==> src/rtl/bnn_pe_array_stream.sv <==
// Binarised-NN PE array: O_CH rows of XNOR-popcount accumulators fed by one
// interleaved weight/activation stream, drained one row per output handshake.
module bnn_pe_array_stream #(
    parameter int DATA_W     = 27,
    parameter int ROW_LENGTH = 11,
    parameter int O_CH       = 8,
    parameter int K          = 10,
    parameter int PSUM_W     = 14,
    parameter int THRESH     = 1485
) (
    input  logic              clk_in,
    input  logic              rst_in,
    input  logic              in_valid,
    output logic              in_ready,
    input  logic [DATA_W-1:0] data_in,
    input  logic              bin_mode,
    output logic              out_valid,
    input  logic              out_ready,
    output logic [PSUM_W-1:0] psum_out,
    output logic              out_last
);

    localparam int GROUPS = ROW_LENGTH * K;
    localparam int WORD_W = $clog2(O_CH + 1);
    localparam int GRP_W  = (GROUPS > 1) ? $clog2(GROUPS) : 1;
    localparam int IDX_W  = (O_CH > 1) ? $clog2(O_CH) : 1;
    localparam int CNT_W  = $clog2(DATA_W + 1);
    localparam int SUM_W  = ((PSUM_W > CNT_W) ? PSUM_W : CNT_W) + 1;
    localparam logic [SUM_W-1:0] ACC_MAX = SUM_W'({PSUM_W{1'b1}});

    typedef enum logic {ACC, DRAIN} state_t;

    state_t            state;
    logic [WORD_W-1:0] word_cnt;
    logic [GRP_W-1:0]  group_cnt;
    logic [IDX_W-1:0]  idx;
    logic              mode_q;
    logic [DATA_W-1:0] weight [O_CH];
    logic [PSUM_W-1:0] acc    [O_CH];
    logic [PSUM_W-1:0] acc_next [O_CH];
    logic [SUM_W-1:0]  sum      [O_CH];

    logic in_fire, out_fire, is_act, last_group, last_row;

    function automatic logic [CNT_W-1:0] popcount(input logic [DATA_W-1:0] x);
        logic [CNT_W-1:0] cnt;
        cnt = '0;
        for (int i = 0; i < DATA_W; i++) begin
            cnt = cnt + CNT_W'(x[i]);
        end
        return cnt;
    endfunction

    assign in_fire    = in_valid && in_ready;
    assign out_fire   = out_valid && out_ready;
    assign is_act     = (word_cnt == WORD_W'(O_CH));
    assign last_group = (group_cnt == GRP_W'(GROUPS - 1));
    assign last_row   = (idx == IDX_W'(O_CH - 1));

    // XNOR-popcount per row, clamped so the accumulator never wraps
    always_comb begin
        for (int r = 0; r < O_CH; r++) begin
            sum[r]      = SUM_W'(acc[r]) + SUM_W'(popcount(~(weight[r] ^ data_in)));
            acc_next[r] = (sum[r] > ACC_MAX) ? {PSUM_W{1'b1}} : sum[r][PSUM_W-1:0];
        end
    end

    always_ff @(posedge clk_in or posedge rst_in) begin
        if (rst_in) begin
            state     <= ACC;
            word_cnt  <= '0;
            group_cnt <= '0;
            idx       <= '0;
            mode_q    <= 1'b0;
            for (int r = 0; r < O_CH; r++) begin
                weight[r] <= '0;
                acc[r]    <= '0;
            end
        end else begin
            case (state)
                ACC: begin
                    if (in_fire) begin
                        if (is_act) begin
                            word_cnt <= '0;
                            for (int r = 0; r < O_CH; r++) begin
                                acc[r] <= acc_next[r];
                            end
                            if (last_group) begin
                                group_cnt <= '0;
                                idx       <= '0;
                                mode_q    <= bin_mode;
                                state     <= DRAIN;
                            end else begin
                                group_cnt <= group_cnt + GRP_W'(1);
                            end
                        end else begin
                            for (int r = 0; r < O_CH; r++) begin
                                if (word_cnt == WORD_W'(r)) begin
                                    weight[r] <= data_in;
                                end
                            end
                            word_cnt <= word_cnt + WORD_W'(1);
                        end
                    end
                end
                DRAIN: begin
                    if (out_fire) begin
                        if (last_row) begin
                            // weights stay loaded; only the accumulation state restarts
                            idx       <= '0;
                            word_cnt  <= '0;
                            group_cnt <= '0;
                            for (int r = 0; r < O_CH; r++) begin
                                acc[r] <= '0;
                            end
                            state <= ACC;
                        end else begin
                            idx <= idx + IDX_W'(1);
                        end
                    end
                end
                default: state <= ACC;
            endcase
        end
    end

    assign in_ready  = (state == ACC) && !rst_in;
    assign out_valid = (state == DRAIN);
    assign out_last  = out_valid && last_row;

    always_comb begin
        psum_out = '0;
        if (out_valid) begin
            if (mode_q) begin
                psum_out[0] = ({{(32 - PSUM_W){1'b0}}, acc[idx]} >= $unsigned(THRESH));
            end else begin
                psum_out = acc[idx];
            end
        end
    end

endmodule

==> config.mk <==
export PLATFORM = sky130hd
export DESIGN_NAME = bnn_pe_array_stream
export DESIGN_NICKNAME = d
export VERILOG_FILES = /design/src/rtl/bnn_pe_array_stream.sv
export SDC_FILE = /design/constraint.sdc
export NUM_CORES = 1
export LEC_CHECK = 0
export CORE_MARGIN = 3
export CORE_UTILIZATION = 40
export DETAILED_ROUTE_END_ITERATION = 6
export GPL_TIMING_DRIVEN = 0
export SLEW_MARGIN = 0
export SYNTH_ARGS = -nofsm -noshare
export SYNTH_HDL_FRONTEND = slang
export SYNTH_SLANG_ARGS = --single-unit
==> constraint.sdc <==
create_clock -name clk_in -period 17 [get_ports clk_in]
set_input_delay 3.4 -clock clk_in [delete_from_list [all_inputs] [get_ports clk_in]]
set_output_delay 3.4 -clock clk_in [all_outputs]
set_load 0.05 [all_outputs]
# ---- After elaboration in Yosys (flattened, before gate mapping)
# Cells that the tools add are included.
dict set report totals {
  elab_cells 344
  ff_bits 344
  latch_bits 0
  rom_bits 0
  memories 0
  ram_bits 0
}
dict set report classes {
  n_div 0
  reduce_logical 18
  eq_ne 15
  n_mux 42
  shift 0
  n_bitwise 19
  addsub 219
  n_mul 0
  magnitude_cmp 10
}
# op count
set op_table {}
lappend op_table {{adder 5 x 1 -> 5 bit} 176}
lappend op_table {{two-way mux 112 bit} 4}
lappend op_table {{one-hot mux 112 bit (2 select lines)} 1}
lappend op_table {{NOT 27 bit} 8}
lappend op_table {{XOR 27 bit} 8}
lappend op_table {{two-way mux 14 bit} 11}
lappend op_table {{adder 14 x 5 -> 15 bit} 8}
lappend op_table {{greater-than comparator 15 x 14 -> 1 bit, second input constant} 8}
lappend op_table {{AND reduction 4 bit} 11}
lappend op_table {{binary-select mux 14 bit (select 3 bit)} 1}
lappend op_table {{adder 4 x 1 -> 5 bit} 8}
lappend op_table {{two-way mux 7 bit} 5}
lappend op_table {{adder 3 x 1 -> 4 bit} 8}
lappend op_table {{adder 2 x 1 -> 3 bit} 8}
lappend op_table {{adder 1 x 1 -> 2 bit} 8}
lappend op_table {{== test 4 x 3 -> 1 bit, second input constant} 4}
lappend op_table {{two-way mux 4 bit} 4}
lappend op_table {{two-way mux 3 bit} 5}
lappend op_table {{greater-or-equal comparator 14 x 11 -> 1 bit, second input constant} 1}
lappend op_table {{one-hot mux 7 bit (2 select lines)} 1}
lappend op_table {{two-way mux 13 bit} 1}
lappend op_table {{== test 4 x 2 -> 1 bit, second input constant} 2}
lappend op_table {{one-hot mux 4 bit (2 select lines)} 1}
lappend op_table {{adder 7 x 1 -> 7 bit, second input constant} 1}
lappend op_table {{18 further kinds} 30}

# ---- Logic depth before layout (Yosys ltp)
dict set report depth {
  ltp_word 34
  mapped_depth 20
  depth_no_buf 18
}

# ---- Least setup slack after synthesis
# OpenSTA, ideal clock, no wires.
dict set report synth_path {
  path_type {in2reg}
  from {in data_in[0]}
  to {reg acc[30] in the netlist's numbering}
  stages 19
  n_path_buf 1
  setup_ns 0.120
  t_arrival_ns 8.823
  slack_ns 8.057
  required_time_ns 16.880
  path_cell_list {buf_1 xnor2_1 fa_1 inv_1 fa_1 fa_1 fa_1 fa_1 fa_1 inv_1 ha_1 inv_1 fa_1 nor2b_1 o31a_1 o311a_1 o21ai_1 a21oi_1 a31o_2}
}
dict set report synth_between {
  elab_chain_len 34
}
# item line
set synth_lines {}
lappend synth_lines {{from (decl)} 15} ;# input logic [DATA_W-1:0] data_in,
lappend synth_lines {{XOR 27 bit (*)} 63} ;# sum[r] = SUM_W'(acc[r]) + SUM_W'(popcount(~(weight[r] ^ data_in)));
lappend synth_lines {{NOT 27 bit (*)} 63}
lappend synth_lines {{adder 1 x 1 -> 2 bit (*)} 49} ;# cnt = cnt + CNT_W'(x[i]);
lappend synth_lines {{adder 2 x 1 -> 3 bit (*)} 49}
lappend synth_lines {{adder 3 x 1 -> 4 bit (*)} 49}
lappend synth_lines {{adder 4 x 1 -> 5 bit (*)} 49}
lappend synth_lines {{adder 5 x 1 -> 5 bit (*) (22 in series)} 49}
lappend synth_lines {{adder 14 x 5 -> 15 bit (*)} 63}
lappend synth_lines {{greater-than comparator 15 x 14 -> 1 bit} 64} ;# acc_next[r] = (sum[r] > ACC_MAX) ? {PSUM_W{1'b1}} : sum[r][PSUM_W-1:0];
lappend synth_lines {{two-way mux 14 bit (*)} 64}
lappend synth_lines {{two-way mux 112 bit (*)} 83} ;# if (is_act) begin
lappend synth_lines {{two-way mux 112 bit (*)} 82} ;# if (in_fire) begin
lappend synth_lines {{one-hot mux 112 bit (2 select lines) (*)} 80} ;# case (state)
lappend synth_lines {{to (signal, indexed assignment)} 86} ;# acc[r] <= acc_next[r];
lappend synth_lines {{to (decl)} 39} ;# logic [PSUM_W-1:0] acc [O_CH];
# Every way passes the cells marked *; elsewhere a longest branch is shown, timed or not. The select of a mux whose other input is x is not followed.
# A chain may end at the register's enable or synchronous reset.

# ---- Final worst setup path
dict set report layout_path {
  from {in data_in[0]}
  to {reg acc[63] in the netlist's numbering}
}
# Same word-level chain as after synthesis.

==> flow_metrics.tcl <==
set metrics [dict create \
    status "finished, final reports clean" \
    slew_viol_final 0 \
    synthTopCellsByArea "dfrtp_1, fa_1, mux2_2, ha_1, xor2_1" \
    synthArstFlopShare_pct 100 \
    critPathMostFrequentCell "fa_1" \
    hpwl_um 55100 \
    r2r_setup_slack_ns 10.44 \
    hold_viol_final 0 \
    routed_via_density 5.62 \
    final-seq-area_um2 8610 \
    routed-via-count 16652 \
    yosys.area.top_type "dfrtp_1" \
    path_cells "clkdlybuf4s50_1, buf_1, xnor2_1, fa_1, inv_1, fa_1, fa_1, fa_1, fa_1, fa_1, inv_1, ha_1, inv_1, fa_1, nor2b_1, o31a_1, o211ai_1, a21oi_1, o21ai_0, a221oi_1" \
    synth_fp_nets 2418 \
    fp.dieH_um 251 \
    whs_ns 0.511 \
    diodes 0 \
    multi_input_area_um2 14400 \
    grt_max_degree 128 \
    min_to "acc[82]" \
    synth_seq_cells 344 \
    critPathRequiredTime_ns 17.45 \
    crit_path_max_incr_delay_ns 0.72 \
    remaining_drc_errors 0 \
    crit_fanout 10 \
    cp_slowest_cell "clkdlybuf4s50_1" \
    fin_ws_ns 6.69 \
    grt_pass1_vias 17382 \
    drtIter0Drc 1433 \
    hold_class "register to register" \
    dp_cells 2897 \
    cts_resized 0 \
    syn_inst 2074 \
    pin_count 49 \
    post-cts-setup-buffers 0 \
    synth_area_um2 24000 \
    drtPass1Iterations 6 \
    place_ws_ns 6.17 \
    cts_root_buf "clkbuf_16" \
    setup_viol 0 \
    routed_wl_um 70700 \
    clock_latency_ns 0.59 \
    utilization_pct 45.4 \
    cp_data_arrival_time_ns 10.76 \
    grt_overflow 0 \
    critical_path_class "input pin to register" \
    synth_seq_area_share_pct 35.9 \
    gp_congestion 0.960 \
    synth_area_per_cell_um2 11.6 \
    cap_violations 0 \
    ys.flop_type "dfrtp_1" \
    grt_usage_pct 22.8 \
    htree_levels 2 \
    die_w_um 251 \
    cts.path.max_buffers 3 \
    crit_buf_inv 5 \
    grt_pass1_wl_um 108000 \
    crit_family "adder cells" \
    crit_path_start_kind "input pin" \
    hold_buffers 0 \
    worst_slew_pin_slew_ns 0.951 \
    ant_nets 0 \
    antenna_found_initial 0 \
    numPortBuffers 48 \
    synth_top_area_share_pct 35.9 \
    post-route-min-period_ns 10.31 \
    synth_cell_types 71 \
    clkSlewWorstSetupHoldPaths_ns 0.06 \
    r2r-end "acc[101]" \
    slew_headroom_pct 36.6 \
    skew_ns 0.0399 \
    fp-row-count 89 \
    max_freq_ghz 0.0970 \
    coreArea_um2 59100 \
    cts_made_buffers 42 \
    nFillCells 5379 \
    worstRegToRegCells 18 \
    cts_tree "built" \
    cts.sinks 344 \
    syn_to_final_growth_pct 11.9 \
    min_from "acc[82]" \
    period_share_pct 60.6 \
    endpoint_kind "register" \
    yosysWarnings 0 \
    die-area_um2 62900 \
    fin_nets 2512 \
    wl_per_cell_um 23.8 \
    r2r-start "weight[211]" \
    final_cell_count_no_fill 2964 \
    initial_core_util_pct 40.6 \
    layout-drive-gt1-share_pct 16.4 \
    hold_depth 1 \
    rsz0062_at_grt "no" \
    synth-edff-count 0 \
]
==> flip-flops by register name, indices dropped and copies added, names as in the netlist <==
signal     count
weight       216
out_valid      1
idx            3
group_cnt      7
acc          112
word_cnt       4
mode_q         1
==> per-stage QoR <==
step / instance area (um^2) / setup TNS (ns)
floorplan: 24000 / 0
global placement: 25400 / -295.54
detailed placement: 25500 / 0
CTS: 26800 / 0
global route: 26800 / 0
finish: 26800 / 0
==> Yosys cell counts (7+ instances only) <==
cell	instances
a211oi_1	22
a21o_1	14
a21oi_1	98
a311oi_1	15
a31oi_1	37
and2_1	18
and3_1	28
and4b_1	8
buf_1	36
buf_2	23
clkbuf_1	26
dfrtp_1	344
fa_1	168
ha_1	144
inv_1	164
mux2_2	216
mux2i_1	21
mux4_2	28
nand2_1	57
nand3_1	50
nand4_1	9
nor2_1	65
nor2b_1	17
nor3_1	28
o211ai_1	7
o21a_1	15
o21ai_0	69
xnor2_1	93
xor2_1	153
==> routing by layer <==
| layer | part of all wire [%] | track usage [%] |
|---|---|---|
| met5 | 0 | 0 |
| met4 | 3.3 | 7.64 |
| met3 | 6.0 | 3.66 |
| met2 | 47 | 37.1 |
| met1 | 44 | 31.4 |
==> worst max path at each step <==
| stage | startpoint | cells past startpoint | slack [ns] | end |
|---|---|---|---|---|
| 3_3_place_gp | rst_in | 2 | -0.93 | weight[145] |
| 6_report | data_in[0] | 20 | 6.69 | acc[63] |
| 5_1_grt | data_in[0] | 20 | 6.32 | acc[63] |
| 2_1_floorplan | rst_in | 1 | 4.06 | acc[0] |
| 4_1_cts | data_in[0] | 20 | 6.73 | acc[63] |
| 3_5_place_dp | data_in[0] | 20 | 6.17 | acc[63] |
==> cell usage in the layout (no fill, tap or decap), types with 5 or more instances in the layout <==
cell type          n
and3_1            28
clkinv_2           5
or2_2              6
buf_2             23
inv_1            163
nor2_1            65
clkbuf_16         42
fa_1             168
and2_1            18
buf_1             36
nand2_1           57
or3_1              6
nand4_1            9
dfrtp_1          344
nand2b_1           6
and4b_1            8
o21a_1            15
nor2b_1           17
a21oi_1           98
clkbuf_8           7
a21o_1            14
clkbuf_1          33
nand3_1           50
mux2i_1           21
and4_1             6
mux2_2           216
a311oi_1          15
xor2_1           153
nor3b_1            5
o211ai_1           7
a221oi_1           5
nor3_1            28
clkdlybuf4s50_1   48
o21ai_0           69
ha_1             144
mux4_2            28
a31oi_1           37
xnor2_1           93
o31ai_1            5
a211oi_1          22
==> worst reg2reg max path, cell delays in order, from the launching register on <==
cell,delay [ns]
dfrtp_1,0.39
xnor2_1,0.15
fa_1,0.56
inv_1,0.06
fa_1,0.49
fa_1,0.70
fa_1,0.51
fa_1,0.54
fa_1,0.49
inv_1,0.11
ha_1,0.18
inv_1,0.06
fa_1,0.40
nor2b_1,0.13
o21a_1,0.17
o21ai_0,0.19
a21oi_1,0.68
nand2_1,0.40
a31oi_1,0.28
==> cell families after synthesis <==
kind of cell	after synthesis	share of synthesized area (%)
AOI/OAI and AO/OA	328	8.70
DFF	344	35.9
buffers and inverters	253	4.13
and+or+nand+nor	326	7.14
muxes	265	13.6
adders and majority gates	312	21.5
xor gates and xnor gates	246	8.98
==> layout make-up <==
cell class	count	share of cell area, %
multi-input combinational	1477	53.6
sequential	344	32.1
clock buffer	56	4.37
tap	773	3.60
inverter	165	2.34
timing repair buffer	50	1.99
buffer	88	1.38
clock inverter	11	0.634
Power is not shown: default switching activity piles up to over one toggle a cycle in this logic, so the estimate is an artifact.
